`config.mk`:
```
export PLATFORM = sky130hd
export DESIGN_NAME = adder_digit_serial_flat
export DESIGN_NICKNAME = d
export VERILOG_FILES = /design/src/rtl/adder_pkg.sv /design/src/rtl/adder_digit_serial_if.sv /design/src/rtl/adder_nibble_slice.sv /design/src/rtl/adder_digit_serial.sv /design/src/flat_wrapper.sv
export SDC_FILE = /design/constraint.sdc
export NUM_CORES = 1
export LEC_CHECK = 0
export CAP_MARGIN = 0
export CORE_UTILIZATION = 24
export CTS_CLUSTER_DIAMETER = 100
export DETAILED_ROUTE_END_ITERATION = 16
export PLACE_DENSITY = 0.56
export RECOVER_POWER = 100
export SKIP_CTS_REPAIR_TIMING = 1
export SLEW_MARGIN = 15
export SYNTH_ARGS = -nofsm -noshare
export SYNTH_HDL_FRONTEND = slang
export SYNTH_SLANG_ARGS = --single-unit
```
`constraint.sdc`:
```
create_clock -name clk -period 2.6 [get_ports clk]
set_clock_uncertainty 0.05 [all_clocks]
set_input_delay 0.52 -clock clk [delete_from_list [all_inputs] [get_ports clk]]
set_output_delay 0.52 -clock clk [all_outputs]
set_load 0.005 [all_outputs]
```
`src/rtl/adder_pkg.sv`:
```
// Shared types and constants for the digit-serial adder and its nibble slice.
package adder_pkg;

    localparam int unsigned DIGIT = 4;

    typedef struct packed {
        logic c_t;
        logic c_f;
    } carry_dr_t;

    localparam carry_dr_t CARRY_ZERO = 2'b01;
    localparam carry_dr_t CARRY_ONE  = 2'b10;

    typedef enum logic [1:0] {
        IDLE = 2'd0,
        RUN  = 2'd1,
        DONE = 2'd2
    } state_t;

    // Dual-rail to binary; the illegal pairs 00/11 resolve to 0.
    function automatic logic carry_bit(input carry_dr_t c);
        return c.c_t & ~c.c_f;
    endfunction

    function automatic logic carry_illegal(input carry_dr_t c);
        return c.c_t ~^ c.c_f;
    endfunction

endpackage

```
`src/rtl/adder_digit_serial_if.sv`:
```
// Operand/result handshake bundle for adder_digit_serial.
// carry_err exists only when ADDER_CARRY_CHECK_EN is defined.
interface adder_digit_serial_if #(
    parameter int unsigned WIDTH = 32
);
    logic             in_valid;
    logic             in_ready;
    logic [WIDTH-1:0] in_a;
    logic [WIDTH-1:0] in_b;
    logic             in_cin;
    logic             out_valid;
    logic             out_ready;
    logic [WIDTH-1:0] out_sum;
    logic             out_cout;
`ifdef ADDER_CARRY_CHECK_EN
    logic             carry_err;

    modport slave (
        input  in_valid, in_a, in_b, in_cin, out_ready,
        output in_ready, out_valid, out_sum, out_cout, carry_err
    );

    modport master (
        output in_valid, in_a, in_b, in_cin, out_ready,
        input  in_ready, out_valid, out_sum, out_cout, carry_err
    );
`else
    modport slave (
        input  in_valid, in_a, in_b, in_cin, out_ready,
        output in_ready, out_valid, out_sum, out_cout
    );

    modport master (
        output in_valid, in_a, in_b, in_cin, out_ready,
        input  in_ready, out_valid, out_sum, out_cout
    );
`endif
endinterface

```
`src/rtl/adder_nibble_slice.sv`:
```
// Exact 4-bit adder slice with dual-rail carry in/out; an approximate
// slice with the same ports can replace it without touching control.
module adder_nibble_slice
    import adder_pkg::*;
(
    input  logic [DIGIT-1:0] a,
    input  logic [DIGIT-1:0] b,
    input  carry_dr_t        cin,
    output logic [DIGIT-1:0] sum,
    output carry_dr_t        cout
);

    logic [DIGIT:0] total;

    assign total = (DIGIT+1)'(a) + (DIGIT+1)'(b) + (DIGIT+1)'(carry_bit(cin));
    assign sum   = total[DIGIT-1:0];
    assign cout  = total[DIGIT] ? CARRY_ONE : CARRY_ZERO;

endmodule

```
`src/rtl/adder_digit_serial.sv`:
```
// Digit-serial WIDTH-bit adder: one nibble per cycle through a shared slice,
// dual-rail carry held between cycles. Optional carry_err via ADDER_CARRY_CHECK_EN.
module adder_digit_serial
    import adder_pkg::*;
#(
    parameter int unsigned WIDTH = 32
) (
    input logic                 clk,
    input logic                 rst_n,
    adder_digit_serial_if.slave bus
);

    localparam int unsigned NDIG  = WIDTH / DIGIT;
    localparam int unsigned CNT_W = (NDIG > 1) ? $clog2(NDIG) : 1;
    localparam logic [CNT_W-1:0] LAST_DIG = CNT_W'(NDIG - 1);

    state_t           state_q, state_d;
    logic [WIDTH-1:0] a_q, a_d;
    logic [WIDTH-1:0] b_q, b_d;
    logic [WIDTH-1:0] sum_q, sum_d;
    carry_dr_t        carry_q, carry_d;
    logic [CNT_W-1:0] cnt_q, cnt_d;
    logic             in_ready_q, in_ready_d;
    logic             out_valid_q, out_valid_d;
    logic             cout_q, cout_d;
    logic             accept_c;

    logic [DIGIT-1:0] slice_sum;
    carry_dr_t        slice_cout;

    adder_nibble_slice u_slice (
        .a    (a_q[DIGIT-1:0]),
        .b    (b_q[DIGIT-1:0]),
        .cin  (carry_q),
        .sum  (slice_sum),
        .cout (slice_cout)
    );

    // in_ready is only ever high in IDLE, so it alone qualifies the accept.
    assign accept_c = bus.in_valid & in_ready_q;

    // Next-state and datapath updates.
    always_comb begin
        state_d     = state_q;
        a_d         = a_q;
        b_d         = b_q;
        sum_d       = sum_q;
        carry_d     = carry_q;
        cnt_d       = cnt_q;
        in_ready_d  = in_ready_q;
        out_valid_d = out_valid_q;
        cout_d      = cout_q;

        case (state_q)
            IDLE: begin
                if (accept_c) begin
                    a_d        = bus.in_a;
                    b_d        = bus.in_b;
                    carry_d    = '{c_t: bus.in_cin, c_f: ~bus.in_cin};
                    cnt_d      = '0;
                    in_ready_d = 1'b0;
                    state_d    = RUN;
                end
            end
            RUN: begin
                a_d     = a_q >> DIGIT;
                b_d     = b_q >> DIGIT;
                sum_d   = (sum_q >> DIGIT) | (WIDTH'(slice_sum) << (WIDTH - DIGIT));
                carry_d = slice_cout;
                cnt_d   = cnt_q + CNT_W'(1);
                if (cnt_q == LAST_DIG) begin
                    state_d     = DONE;
                    out_valid_d = 1'b1;
                    cout_d      = carry_bit(slice_cout);
                end
            end
            DONE: begin
                if (bus.out_ready) begin
                    state_d     = IDLE;
                    out_valid_d = 1'b0;
                    in_ready_d  = 1'b1;
                end
            end
            default: begin
                state_d     = IDLE;
                out_valid_d = 1'b0;
                in_ready_d  = 1'b1;
            end
        endcase
    end

    always_ff @(posedge clk or negedge rst_n) begin
        if (!rst_n) begin
            state_q     <= IDLE;
            a_q         <= '0;
            b_q         <= '0;
            sum_q       <= '0;
            carry_q     <= CARRY_ZERO;
            cnt_q       <= '0;
            in_ready_q  <= 1'b1;
            out_valid_q <= 1'b0;
            cout_q      <= 1'b0;
        end else begin
            state_q     <= state_d;
            a_q         <= a_d;
            b_q         <= b_d;
            sum_q       <= sum_d;
            carry_q     <= carry_d;
            cnt_q       <= cnt_d;
            in_ready_q  <= in_ready_d;
            out_valid_q <= out_valid_d;
            cout_q      <= cout_d;
        end
    end

    assign bus.in_ready  = in_ready_q;
    assign bus.out_valid = out_valid_q;
    assign bus.out_sum   = sum_q;
    assign bus.out_cout  = cout_q;

`ifdef ADDER_CARRY_CHECK_EN
    logic err_q, err_d;

    // Sticky flag for an illegal carry pair; a fresh accept starts it clean.
    always_comb begin
        err_d = err_q;
        if (state_q == IDLE && accept_c) begin
            err_d = 1'b0;
        end else if (state_q != IDLE && carry_illegal(carry_q)) begin
            err_d = 1'b1;
        end
    end

    always_ff @(posedge clk or negedge rst_n) begin
        if (!rst_n) begin
            err_q <= 1'b0;
        end else begin
            err_q <= err_d;
        end
    end

    assign bus.carry_err = err_q;
`endif

endmodule

```
`src/flat_wrapper.sv`:
```
// flat-port wrapper written by rule: the top's interface ports become plain ports
module adder_digit_serial_flat import adder_pkg::*;
#(
    parameter int unsigned WIDTH = 32
)
  (clk, rst_n, bus_in_valid, bus_in_a, bus_in_b, bus_in_cin, bus_out_ready, bus_in_ready, bus_out_valid, bus_out_sum, bus_out_cout);
  adder_digit_serial_if #(.WIDTH(WIDTH)) bus_i ();
  input logic clk;
  input logic rst_n;
  input wire logic [$bits(bus_i.in_valid)-1:0] bus_in_valid;
  input wire logic [$bits(bus_i.in_a)-1:0] bus_in_a;
  input wire logic [$bits(bus_i.in_b)-1:0] bus_in_b;
  input wire logic [$bits(bus_i.in_cin)-1:0] bus_in_cin;
  input wire logic [$bits(bus_i.out_ready)-1:0] bus_out_ready;
  output wire logic [$bits(bus_i.in_ready)-1:0] bus_in_ready;
  output wire logic [$bits(bus_i.out_valid)-1:0] bus_out_valid;
  output wire logic [$bits(bus_i.out_sum)-1:0] bus_out_sum;
  output wire logic [$bits(bus_i.out_cout)-1:0] bus_out_cout;
  assign bus_i.in_valid = bus_in_valid;
  assign bus_i.in_a = bus_in_a;
  assign bus_i.in_b = bus_in_b;
  assign bus_i.in_cin = bus_in_cin;
  assign bus_i.out_ready = bus_out_ready;
  assign bus_in_ready = bus_i.in_ready;
  assign bus_out_valid = bus_i.out_valid;
  assign bus_out_sum = bus_i.out_sum;
  assign bus_out_cout = bus_i.out_cout;
  adder_digit_serial #(.WIDTH(WIDTH)) u_core (.clk(clk), .rst_n(rst_n), .bus(bus_i));
endmodule
```
==> impl_metrics.toml <==
[status]
outcome = "completed"

[grt]
grt_pass1_wl_um = 18600
grt_pass1_vias = 3635
antenna_found_initial = 1
grt-ovfl-total = 0
grt_max_degree = 83
grt_use_total_pct = 11.9

[power]
p_leak_nw = 3.28
max-vdd-ir-drop_uv = 355
power.density_nw_per_um2 = 900
finalPower_mw = 5.66

[die]
ioPinCount = 104
fp.dieW_um = 142
core-area_um2 = 19400
initial_utilization_pct = 24.4
die_h_um = 142
fp-row-count = 51
die_area_um2 = 20300

[placement]
dpl-instance-area_um2 = 6050
port_buffers = 103
hpwl_um = 7790
post-place-ws_ns = 0.420
place_congestion = 0.750

[synthesis]
yosysUniqueCellTypes = 33
synth_compound_area_share_pct = 8.51
ys_seq_area_share_pct = 56.0
synth_top_cell_area_share_pct = 54.9
synth_top_family_by_area = "simple AND/OR/NAND/NOR gates"
synth_seq_cells = 106
syn_area_per_cell_um2 = 10.1
yosysTopAreaCell = "dfrtp_1"
synthCells = 468
synth_adder_area_share_pct = 2.17
ys_top_cells_by_count = "nand2_1 (158), dfrtp_1 (104), mux2i_1 (65), o21ai_1 (61), buf_4 (17)"
synthTopCellsByArea = "dfrtp_1 (55%), mux2i_1 (14%), nand2_1 (13%), o21ai_1 (6.4%), buf_4 (2.7%)"
yosysWarnings = 0
synth_edf_count = 0
syn_area_um2 = 4740
yosysMostFrequentCell = "nand2_1"
async_flop_share_pct = 100
synthFlopType = "dfrtp_1"
synth_xor_area_share_pct = 0.185
muxShareOfSynthArea_pct = 13.7
synth_fp_nets = 544
synthSimpleGateAreaFrac_pct = 15.0

[timing]
setup_viol = 0
slew_viol_final = 0
hold_viol = 0
setup_tns_ns = 0
slew_headroom_pct = 26.9
final.period_utilization_pct = 87.6
setup_slack_ns = 0.322
timing.fmax_ghz = 0.439
rsz0062_at_grt = "false"
worst_pin_slew_ns = 1.10
period_needed_ns = 2.28

[layout]
fin_area_um2 = 6290
nNetsFinal = 638
syn_to_final_growth_pct = 32.8
drive_gt1_share_pct = 4.23

[worst_setup_path]
slowest_delay_ns = 0.64
r2r_setup_slack_ns = 0.32
critPathKind = "flip-flop to flip-flop"
crit_path_cell_trace = "nand3b_1 > buf_4 > clkbuf_1 > mux2i_1 > o21ai_0"
timing.rr.end = "u_core.a_q[20]$_DFFE_PN0P_"
cp-start-kind = "flip-flop"
crit_arrival_ns = 2.44
reg2reg_from = "u_core.state_q[1]$_DFFE_PN0P_"
crit_required_ns = 2.76
crit_buf_inv = 2
reg2reg_depth = 5
crit_family = "buffers and inverters"
slowest_stage = "dfrtp_1"
cp-startpoint = "u_core.state_q[1]$_DFFE_PN0P_"
cp-end-kind = "flip-flop"
cp_max_fo = 13

[clocking]
h-tree-depth = 3
clk_latency_ns = 0.36
clkSinkCount = 106
clk_pin_slew_ns = 0.08
cts_made_buffers = 9
clock-root-buffer = "clkbuf_16"
ctsLongestPathBuffers = 2
cts_tree = "done"

[drt]
wirelength_um = 11000
wl_per_cell_um = 13.2
vias_per_cell = 4.33
dr_total_vias = 3604
first_pass_iters = 5
drc = 0
drt_iter0_drc = 134
drtAntennaViolNets = 0

[hold_path]
hp-class = "primary input to asynchronous set/reset pin"

[flow_run]
drv_cap = 0
-- stage by stage --
step	hold slack [ns]	util, %	cells
2_1_floorplan	0.174	-	468
3_3_place_gp	0.408	31.2	816
3_5_place_dp	0.412	31.2	816
4_1_cts	0.116	32.6	832
5_1_grt	0.413	32.4	832
6_report	0.312	32.4	833
-- cell type report --
type / instances / area, um2
clock buffers: 10 / 229
flip-flops and latches: 106 / 2660
clock inverters: 6 / 50.0
well taps: 265 / 332
repair buffers: 115 / 1140
inverters: 2 / 7.51
fillers: 1986 / 13100
diodes: 1 / 2.50
multi-input cells: 328 / 1880
-- power breakdown --
group / switching [mW] / internal, mW
Clock: 0.643 / 0.661
Sequential: 0.403 / 2.24
Combinational: 0.917 / 0.795
-- placed cells by master, fill, tap and decap left out, types with 2 or more instances in the layout --
cell type        count
clkbuf_16            9
a21oi_1              6
nor2_1               5
dlygate4sd3_1       34
clkinvlp_4           2
fa_1                 2
nor4bb_1             2
buf_4                3
inv_6                2
ha_1                 5
o21ai_0             58
nand3_1              4
dfstp_1              2
dfrtp_1            104
inv_1                2
mux2i_1             65
clkdlybuf4s50_1     68
clkinv_4             2
o21ai_1              6
buf_12               3
nand2_1            158
clkbuf_1             5
nor2b_1              2
clkbuf_2             2
-- kinds of logic after synthesis --
family	after synthesis
and+or+nand+nor	178
DFF	106
AOI/OAI and AO/OA	77
muxes	65
buffers and inverters	34
adders and majority gates	7
xor gates and xnor gates	1
-- flip-flops by register name, summed over array words and instances, names as in the netlist --
name	flops
u_core.state_q	2
u_core.carry_q	2
u_core.bus.in_ready	1
u_core.b_q	32
u_core.a_q	32
u_core.cnt_q	3
u_core.bus.out_valid	1
u_core.bus.out_sum	32
u_core.bus.out_cout	1
-- metal layers --
layer | vias to the layer above | GRT usage (%) | share of wire [%]
li1 | 1751 | - | -
met5 | - | 0 | 0
met4 | 0 | 4.92 | 1.7
met2 | 109 | 18.6 | 46
met3 | 14 | 4.17 | 7.0
met1 | 1730 | 14.9 | 45
-- how the worst max path moves through the flow --
stage	to	slack (ns)	cells past startpoint
final	u_core.a_q[20]$_DFFE_PN0P_	0.32	5
after global routing	u_core.a_q[21]$_DFFE_PN0P_	0.15	5
after CTS	u_core.bus.out_cout$_DFFE_PN0P_	0.42	6
after detailed placement	u_core.bus.out_cout$_DFFE_PN0P_	0.42	6
after global placement	u_core.bus.out_cout$_DFFE_PN0P_	0.46	6
after floorplan	u_core.carry_q[0]$_DFFE_PN1P_	0.59	6
No activity file was read; power rests on OpenSTA's default activity.
